--- src/rtl/product_accumulator_pkg.sv ---
// Shared parameters and width helper for the product accumulator slice.
// The accumulator width is derived so a full group of maximum products never overflows.
package prod_accum_pkg;

  localparam int N_DEF   = 4;
  localparam int LEN_DEF = 4;

  function automatic int acc_width(input int n, input int len);
    return 2 * n + $clog2(len);
  endfunction

endpackage

--- src/rtl/product_accumulator_if.sv ---
// Product-in / group-sum-out handshake bundle between the multiplier, accumulator and consumer.
// The slave side is the accumulator; the master side is the surrounding integrator or bench.
interface product_accumulator_if
  import prod_accum_pkg::*;
#(
  parameter int N   = N_DEF,
  parameter int LEN = LEN_DEF
);

  localparam int ACC_W = acc_width(N, LEN);

  logic             clr;
  logic             in_valid;
  logic             in_ready;
  logic [2*N-1:0]   prod;
  logic             out_valid;
  logic             out_ready;
  logic [ACC_W-1:0] sum;

  modport slave (
    input  clr,
    input  in_valid,
    output in_ready,
    input  prod,
    output out_valid,
    input  out_ready,
    output sum
  );

  modport master (
    output clr,
    output in_valid,
    input  in_ready,
    output prod,
    input  out_valid,
    output out_ready,
    input  sum
  );

endinterface

--- src/rtl/product_accumulator_term_counter.sv ---
// Counts accepted terms within a group and flags the final one.
// Wraps to zero after the last term; clr restarts the group.
module term_counter #(
  parameter int LEN = 4
) (
  input  logic                   clk,
  input  logic                   rst_n,
  input  logic                   inc,
  input  logic                   clr,
  output logic [$clog2(LEN)-1:0] cnt,
  output logic                   last
);

  localparam int CNT_W = $clog2(LEN);

  assign last = (cnt == CNT_W'(LEN - 1));

  always_ff @(posedge clk or negedge rst_n) begin
    if (!rst_n) begin
      cnt <= '0;
    end else if (clr) begin
      cnt <= '0;
    end else if (inc) begin
      if (last) begin
        cnt <= '0;
      end else begin
        cnt <= cnt + CNT_W'(1);
      end
    end
  end

endmodule

--- src/rtl/product_accumulator.sv ---
// Sums groups of LEN consecutive multiplier products and presents each group sum
// on a valid/ready output register, accumulating the next group while a result is held.
module product_accumulator
  import prod_accum_pkg::*;
#(
  parameter int N   = N_DEF,
  parameter int LEN = LEN_DEF
) (
  input logic                  clk,
  input logic                  rst_n,
  product_accumulator_if.slave bus
);

  localparam int ACC_W = acc_width(N, LEN);
  localparam int CNT_W = $clog2(LEN);

  logic [ACC_W-1:0] acc;
  logic [ACC_W-1:0] sum_q;
  logic             out_valid_q;
  logic [ACC_W-1:0] prod_ext;
  logic [ACC_W-1:0] next_sum;
  logic [CNT_W-1:0] cnt;
  logic             last;
  logic             in_ready;
  logic             accept;

  assign prod_ext = ACC_W'(bus.prod);
  assign next_sum = acc + prod_ext;

  // Only the final term can stall, and only while the previous sum is still unclaimed.
  assign in_ready = !bus.clr && !(last && out_valid_q && !bus.out_ready);
  assign accept   = bus.in_valid && in_ready;

  assign bus.in_ready  = in_ready;
  assign bus.out_valid = out_valid_q;
  assign bus.sum       = sum_q;

  term_counter #(
    .LEN (LEN)
  ) u_term_counter (
    .clk   (clk),
    .rst_n (rst_n),
    .inc   (accept),
    .clr   (bus.clr),
    .cnt   (cnt),
    .last  (last)
  );

  always_ff @(posedge clk or negedge rst_n) begin
    if (!rst_n) begin
      acc <= '0;
    end else if (bus.clr) begin
      acc <= '0;
    end else if (accept) begin
      if (last) begin
        acc <= '0;
      end else if (cnt == '0) begin
        acc <= prod_ext;
      end else begin
        acc <= next_sum;
      end
    end
  end

  // A completing group reloads the register even during a handshake, so there is no bubble.
  always_ff @(posedge clk or negedge rst_n) begin
    if (!rst_n) begin
      sum_q       <= '0;
      out_valid_q <= 1'b0;
    end else if (accept && last) begin
      sum_q       <= next_sum;
      out_valid_q <= 1'b1;
    end else if (out_valid_q && bus.out_ready) begin
      out_valid_q <= 1'b0;
    end
  end

endmodule

--- src/flat_wrapper.sv ---
// flat-port wrapper written by rule: the top's interface ports become plain ports
module product_accumulator_flat import prod_accum_pkg::*;
#(
  parameter int N   = N_DEF,
  parameter int LEN = LEN_DEF
)
  (clk, rst_n, bus_clr, bus_in_valid, bus_in_ready, bus_prod, bus_out_valid, bus_out_ready, bus_sum);
  product_accumulator_if #(.N(N), .LEN(LEN)) bus_i ();
  input logic clk;
  input logic rst_n;
  input wire logic [$bits(bus_i.clr)-1:0] bus_clr;
  input wire logic [$bits(bus_i.in_valid)-1:0] bus_in_valid;
  output wire logic [$bits(bus_i.in_ready)-1:0] bus_in_ready;
  input wire logic [$bits(bus_i.prod)-1:0] bus_prod;
  output wire logic [$bits(bus_i.out_valid)-1:0] bus_out_valid;
  input wire logic [$bits(bus_i.out_ready)-1:0] bus_out_ready;
  output wire logic [$bits(bus_i.sum)-1:0] bus_sum;
  assign bus_i.clr = bus_clr;
  assign bus_i.in_valid = bus_in_valid;
  assign bus_in_ready = bus_i.in_ready;
  assign bus_i.prod = bus_prod;
  assign bus_out_valid = bus_i.out_valid;
  assign bus_i.out_ready = bus_out_ready;
  assign bus_sum = bus_i.sum;
  product_accumulator #(.N(N), .LEN(LEN)) u_core (.clk(clk), .rst_n(rst_n), .bus(bus_i));
endmodule
--- config.mk ---
export PLATFORM = sky130hd
export DESIGN_NAME = product_accumulator_flat
export DESIGN_NICKNAME = d
export VERILOG_FILES = /design/src/rtl/product_accumulator_pkg.sv /design/src/rtl/product_accumulator_if.sv /design/src/rtl/product_accumulator_term_counter.sv /design/src/rtl/product_accumulator.sv /design/src/flat_wrapper.sv
export SDC_FILE = /design/constraint.sdc
export NUM_CORES = 1
export LEC_CHECK = 0
export BUFFER_PORTS_ARGS = -buffer_cell sky130_fd_sc_hd__buf_4
export CAP_MARGIN = 0
export CORE_MARGIN = 2
export CORE_UTILIZATION = 50
export DETAILED_ROUTE_END_ITERATION = 6
export GPL_TIMING_DRIVEN = 1
export MAX_ROUTING_LAYER = met4
export PLACE_DENSITY = 0.73
export SLEW_MARGIN = 25
export SYNTH_ARGS = -nofsm -noshare
export SYNTH_HDL_FRONTEND = slang
export SYNTH_HIERARCHICAL = 1
export SYNTH_SLANG_ARGS = --single-unit
export TNS_END_PERCENT = 1
--- constraint.sdc ---
create_clock -name clk -period 3.4 [get_ports clk]
set_clock_uncertainty 0.15 [all_clocks]
set_input_delay 0.85 -clock clk [delete_from_list [all_inputs] [get_ports clk]]
set_output_delay 0.85 -clock clk [all_outputs]
set_load 0.01 [all_outputs]
==> reports/summary.txt, run 1 <==
Vias - 1053
Placer Congestion - 0.879
post-DP HPWL - 1990 um
PortBufs - 24
Hold Crit Class - input pin to async pin
number of max-cap violations - 0
core area - 2500 um2
Fillers - 208
RSZ-0062 raised after global routing - no
Fin Hold WS - 0.267 ns
Netlist cell types - 39
Final nets - 182
Yosys top cell area share - 43.5%
Yosys Warn Count - 6
Setup violations, final - 0
H-tree depth - 1
Netlist Area Pre-Place - 1320 um2
die width - 55.4 um
max_slew headroom - 49.2%
clk slew on worst S/H paths - 0.13 ns
GRT overflow - 0
Area Growth Syn to Fin - 17.1%
data required time of the worst path - 2.40 ns
worst skew pair latency - 0.30 ns
period utilization - 73.9%
post-layout minimum cycle time - 2.51 ns
syn nets - 156
die area - 3070 um2
critical path type - flip-flop to output port
outcome - finished, final reports clean
Pwr per Cell Area - 362 nW/um2
first-pass GRT wire length - 4570 um
drt total wl - 2640 um
DRC viols - 0
top_reg_cell synth - dfrtp_1
ANT cells - 0
Cell Rows - 18
CTS Hold Bufs - 0
Critical Path AT - 1.51 ns
Syn Area/Cell - 9.94 um2
CP max FO - 5
CP startpoint kind - flip-flop
Pre-antenna DRT Iters - 4
leakage - 0.762 nW
Ports - 25
post-CTS setup buffer count - 0
drt via density - 5.60
Synth area leader - dfrtp_1
CTS tree - built
VDD IR max - 258 uV
post-placement cell area - 1520 um2
Slew Limit Fails - 0
CTS resizes - 0
pin count of the biggest net entering global routing - 24
CTS Root Cell - clkbuf_4
Setup TNS - 0 ns
Synth Register Bits - 23
First DRT Iteration DRCs - 10
most frequent cells in the layout - buf_4 (25), dfrtp_1 (23), o21ai_0 (17)
initial antenna violation count - 0
EDFF count, synth - 0
fmax - 398 MHz
final instance area - 1550 um2
clock sinks - 23
Crit. End Element - output port
clock buffer count from CTS - 3
share of layout cells above drive strength 1 - 22.2%
Syn Inst Count - 133
pre-CTS WS - 0.629 ns
fraction of registers with async set/reset - 100%
initial core utilization - 52.9%
worst slew pin tran - 0.756 ns
Die H - 55.4 um
vias in the first global route - 1031
commonest non-fill, non-tap cell in the layout - buf_4
endpoints failing hold - 0
Seq/Total Area, Yosys - 43.5%
top cells by area, synth - dfrtp_1 (44%), ha_1 (8.5%), o21ai_0 (6.4%)
routed len/inst - 14.0 um
GRT Util Overall - 18.8%
setup ws final - 0.886 ns
antenna-violating nets left - 0
clock buffer depth - 2
final cells by class:
cell class | instances | area [um2] | area share, %
flip-flops and latches | 23 | 576 | 37.2
clock buffers | 4 | 26.3 | 1.70
well taps | 30 | 37.5 | 2.42
multi-input cells | 101 | 703 | 45.4
repair buffers | 25 | 188 | 12.1
inverters | 5 | 18.8 | 1.21
layer usage:
metal  vias up  track usage (%)  part of all wire (%)
met4         0             6.97                   1.4
met3         4             3.51                   4.4
met2        25             29.9                    48
met5         -                -                     0
met1       497             23.8                    46
li1        527                -                     -
registers in the layout, summed over array words and instances, names as in the netlist:
name                       cells
u_core/u_term_counter/cnt      2
u_core/acc                    10
u_core/bus.out_valid           1
u_core/bus.sum                10
final timing paths:
kind | startpoint | to | slack, ns | cells past startpoint
max | u_core/u_term_counter/cnt[0] | bus_in_ready | 0.89 | 4
min | rst_n | u_core/u_term_counter/cnt[1] | 0.27 | 1
max reg2reg | u_core/u_term_counter/cnt[0] | u_core/bus.sum[0] | 1.07 | 5
min reg2reg | u_core/bus.sum[1] | u_core/bus.sum[1] | 0.34 | 2
max in group asynchronous | rst_n | u_core/acc[6] | 2.60 | 1
min in group clk | u_core/bus.sum[1] | u_core/bus.sum[1] | 0.34 | 2
where the power goes:
part           switching, W  internal, W  total (W)  leakage [nW]
clock             0.0000799    0.0000457   0.000126        0.0150
sequential       0.00000966     0.000289   0.000298         0.314
combinational     0.0000732    0.0000631   0.000136         0.433
cell families after synthesis:
| family | count (synthesis) | synth area share, % |
|---|---|---|
| AO/OA/AOI/OAI | 44 | 21.3 |
| AND/OR/NAND/NOR | 35 | 13.4 |
| flip-flops | 23 | 43.5 |
| adder cells (fa/ha/maj) | 10 | 10.0 |
| buffers and inverters | 9 | 3.31 |
| XOR/XNOR | 8 | 5.30 |
| multiplexers | 4 | 3.12 |
per-stage QoR:
step	utilization, %	power, W	std cells
2_1_floorplan	-	0.000392	133
3_3_place_gp	60.9	0.000436	184
3_5_place_dp	60.9	0.000441	184
4_1_cts	62.0	0.000569	188
5_1_grt	62.0	0.000599	188
6_report	62.0	0.000560	188
Yosys cell counts, types with 2 or more instances:
cell,number
a21o_1,4
a21oi_1,7
a22oi_1,5
a31oi_1,2
buf_2,2
dfrtp_1,23
ha_1,9
inv_1,5
mux2i_1,3
nand2_1,14
nand2b_1,2
nor2_1,8
o21ai_0,17
xnor2_1,4
xor2_1,4
worst max-delay path, cell delays in order (launching register included):
cell and delay, ns:
dfrtp_1 0.45, ha_1 0.27, nand3b_1 0.12, nor2b_1 0.22, buf_4 0.16
Note: power is estimated with default switching activity, not from simulation.
==> run 2: changes to the inputs <==
Settings changed: CORE_UTILIZATION 50 to 49, PLACE_DENSITY 0.73 to 0.75.
Clock period 3.4 ns to 2.15 ns, I/O delays scaled along.
==> run 2 against run 1 <==
Flip-flop and latch count unchanged; sequential share of layout area is 3.6 points lower; non-clock buffer count is 18 higher; die area up 1.9%; final cell count grew 9.6%; wire length grew 5.3%; global-route usage rose by 0.69 points; largest cell class unchanged; highest routed layer unchanged.
==> reports/summary.txt, run 2 (synthesized netlist as in run 1, its figures left out) <==
pre-CTS WS - -0.105 ns
post-layout minimum cycle time - 2.06 ns
Post-Place Cells - 199
CP cell instances - ha_2 > nand3b_1 > nor2b_2 > buf_4
Pre-antenna DRT Iters - 4
CP max stage cell - dfrtp_1
initial core utilization - 52.4%
VDD IR max - 406 uV
worst slew pin tran - 0.529 ns
Setup violations, final - 0
Slew Limit Fails - 0
Ports - 25
clock buffer depth - 2
outcome - finished, final reports clean
worst skew pair latency - 0.31 ns
H-tree depth - 1
clk slew on worst S/H paths - 0.13 ns
Hold Crit Class - input pin to flip-flop
data required time of the worst path - 1.46 ns
period utilization - 95.8%
core area - 2520 um2
CP startpoint kind - flip-flop
critical path type - flip-flop to output port
Cell Rows - 18
Die H - 56.0 um
share of layout cells above drive strength 1 - 33.0%
DRC viols - 0
Pwr per Cell Area - 548 nW/um2
final cell count without fillers - 206
PortBufs - 24
GRT overflow - 0
Vias - 1071
Placer Congestion - 0.801
drt total wl - 2780 um
post-DP HPWL - 2150 um
number of max-cap violations - 0
CTS Root Cell - clkbuf_4
clock buffer count from CTS - 3
Crit. End Element - output port
CP max FO - 5
Fin Hold WS - 0.249 ns
pin count of the biggest net entering global routing - 24
GRT Util Overall - 19.5%
endpoints failing hold - 0
FF-to-FF setup slack - 0.15 ns
first-pass GRT wire length - 4710 um
commonest non-fill, non-tap cell in the layout - buf_4
routed len/inst - 13.5 um
antenna-violating nets left - 0
Critical Path AT - 1.37 ns
most frequent cells in the layout - buf_4 (42), dfrtp_1 (23), o21ai_0 (17)
leakage - 0.862 nW
setup ws final - 0.0908 ns
overall power - 0.000940 W
drt via density - 5.20
Reg area - 576 um2
Area Growth Syn to Fin - 29.6%
ANT cells - 0
Final nets - 200
CTS tree - built
die width - 56.0 um
First DRT Iteration DRCs - 13
die area - 3130 um2
multi-input logic area - 729 um2
clock sinks - 23
final core occ - 68.0%
max_slew headroom - 64.8%
Fillers - 212
CP max stage delay - 0.41 ns
fmax - 486 MHz
initial antenna violation count - 0
vias in the first global route - 1102
[run 2: worst max-delay path, delay by kind of cell (launching register included)]
| kind | cells | cell delay (ns) |
|---|---|---|
| simple gates | 2 | 0.27 |
| buf+inv | 1 | 0.14 |
| fa+ha+maj | 1 | 0.24 |
| flops | 1 | 0.41 |
[run 2: layout make-up]
type                            instances  share of cell area [%]
Multi-Input combinational cell        101                    42.6
Sequential cell                        23                    33.6
Timing Repair Buffer                   43                    19.0
Tap cell                               30                    2.19
Clock buffer                            3                    1.31
Inverter                                5                    1.09
Clock inverter                          1                   0.292
[run 2: what timing repair did]
item / 4_1_cts / 5_1_grt
pin swaps: 0 / 0
gates resized for setup: 1 / 1
endpoints found under the setup margin: 1 / 3
setup buffers: 0 / 2
hold endpoints to repair: 23 / 0
hold buffers: 1 / 0
[run 2: report_power, final]
part / leakage (nW) / switching [W] / internal (W)
Sequential: 0.314 / 0.0000149 / 0.000457
Clock: 0.0177 / 0.000133 / 0.0000695
Combinational: 0.530 / 0.000131 / 0.000134
[run 2: per-stage QoR]
step                setup TNS (ns)  area [um2]
floorplan                        0        1340
finish                           0        1710
CTS                              0        1700
detailed placement          -0.521        1660
global route              -0.00655        1710
global placement            -0.268        1660
[run 2: final timing paths]
check / from / depth (start not counted) / to
max: u_core/u_term_counter/cnt[1] / 4 / bus_in_ready
min in group asynchronous: rst_n / 2 / u_core/acc[4]
max in group asynchronous: rst_n / 2 / u_core/acc[2]
max reg2reg: u_core/acc[7] / 6 / u_core/bus.sum[8]
min reg2reg: u_core/bus.sum[1] / 2 / u_core/bus.sum[1]
min: bus_out_ready / 2 / u_core/bus.out_valid
[run 2: layer usage]
| layer | vias up | track usage [%] | wire [um] |
|---|---|---|---|
| li1 | 561 | - | - |
| met1 | 484 | 24.6 | 1330 |
| met2 | 22 | 31.0 | 1290 |
| met3 | 4 | 3.49 | 114 |
| met4 | 0 | 8.16 | 39 |
| met5 | - | - | 0 |
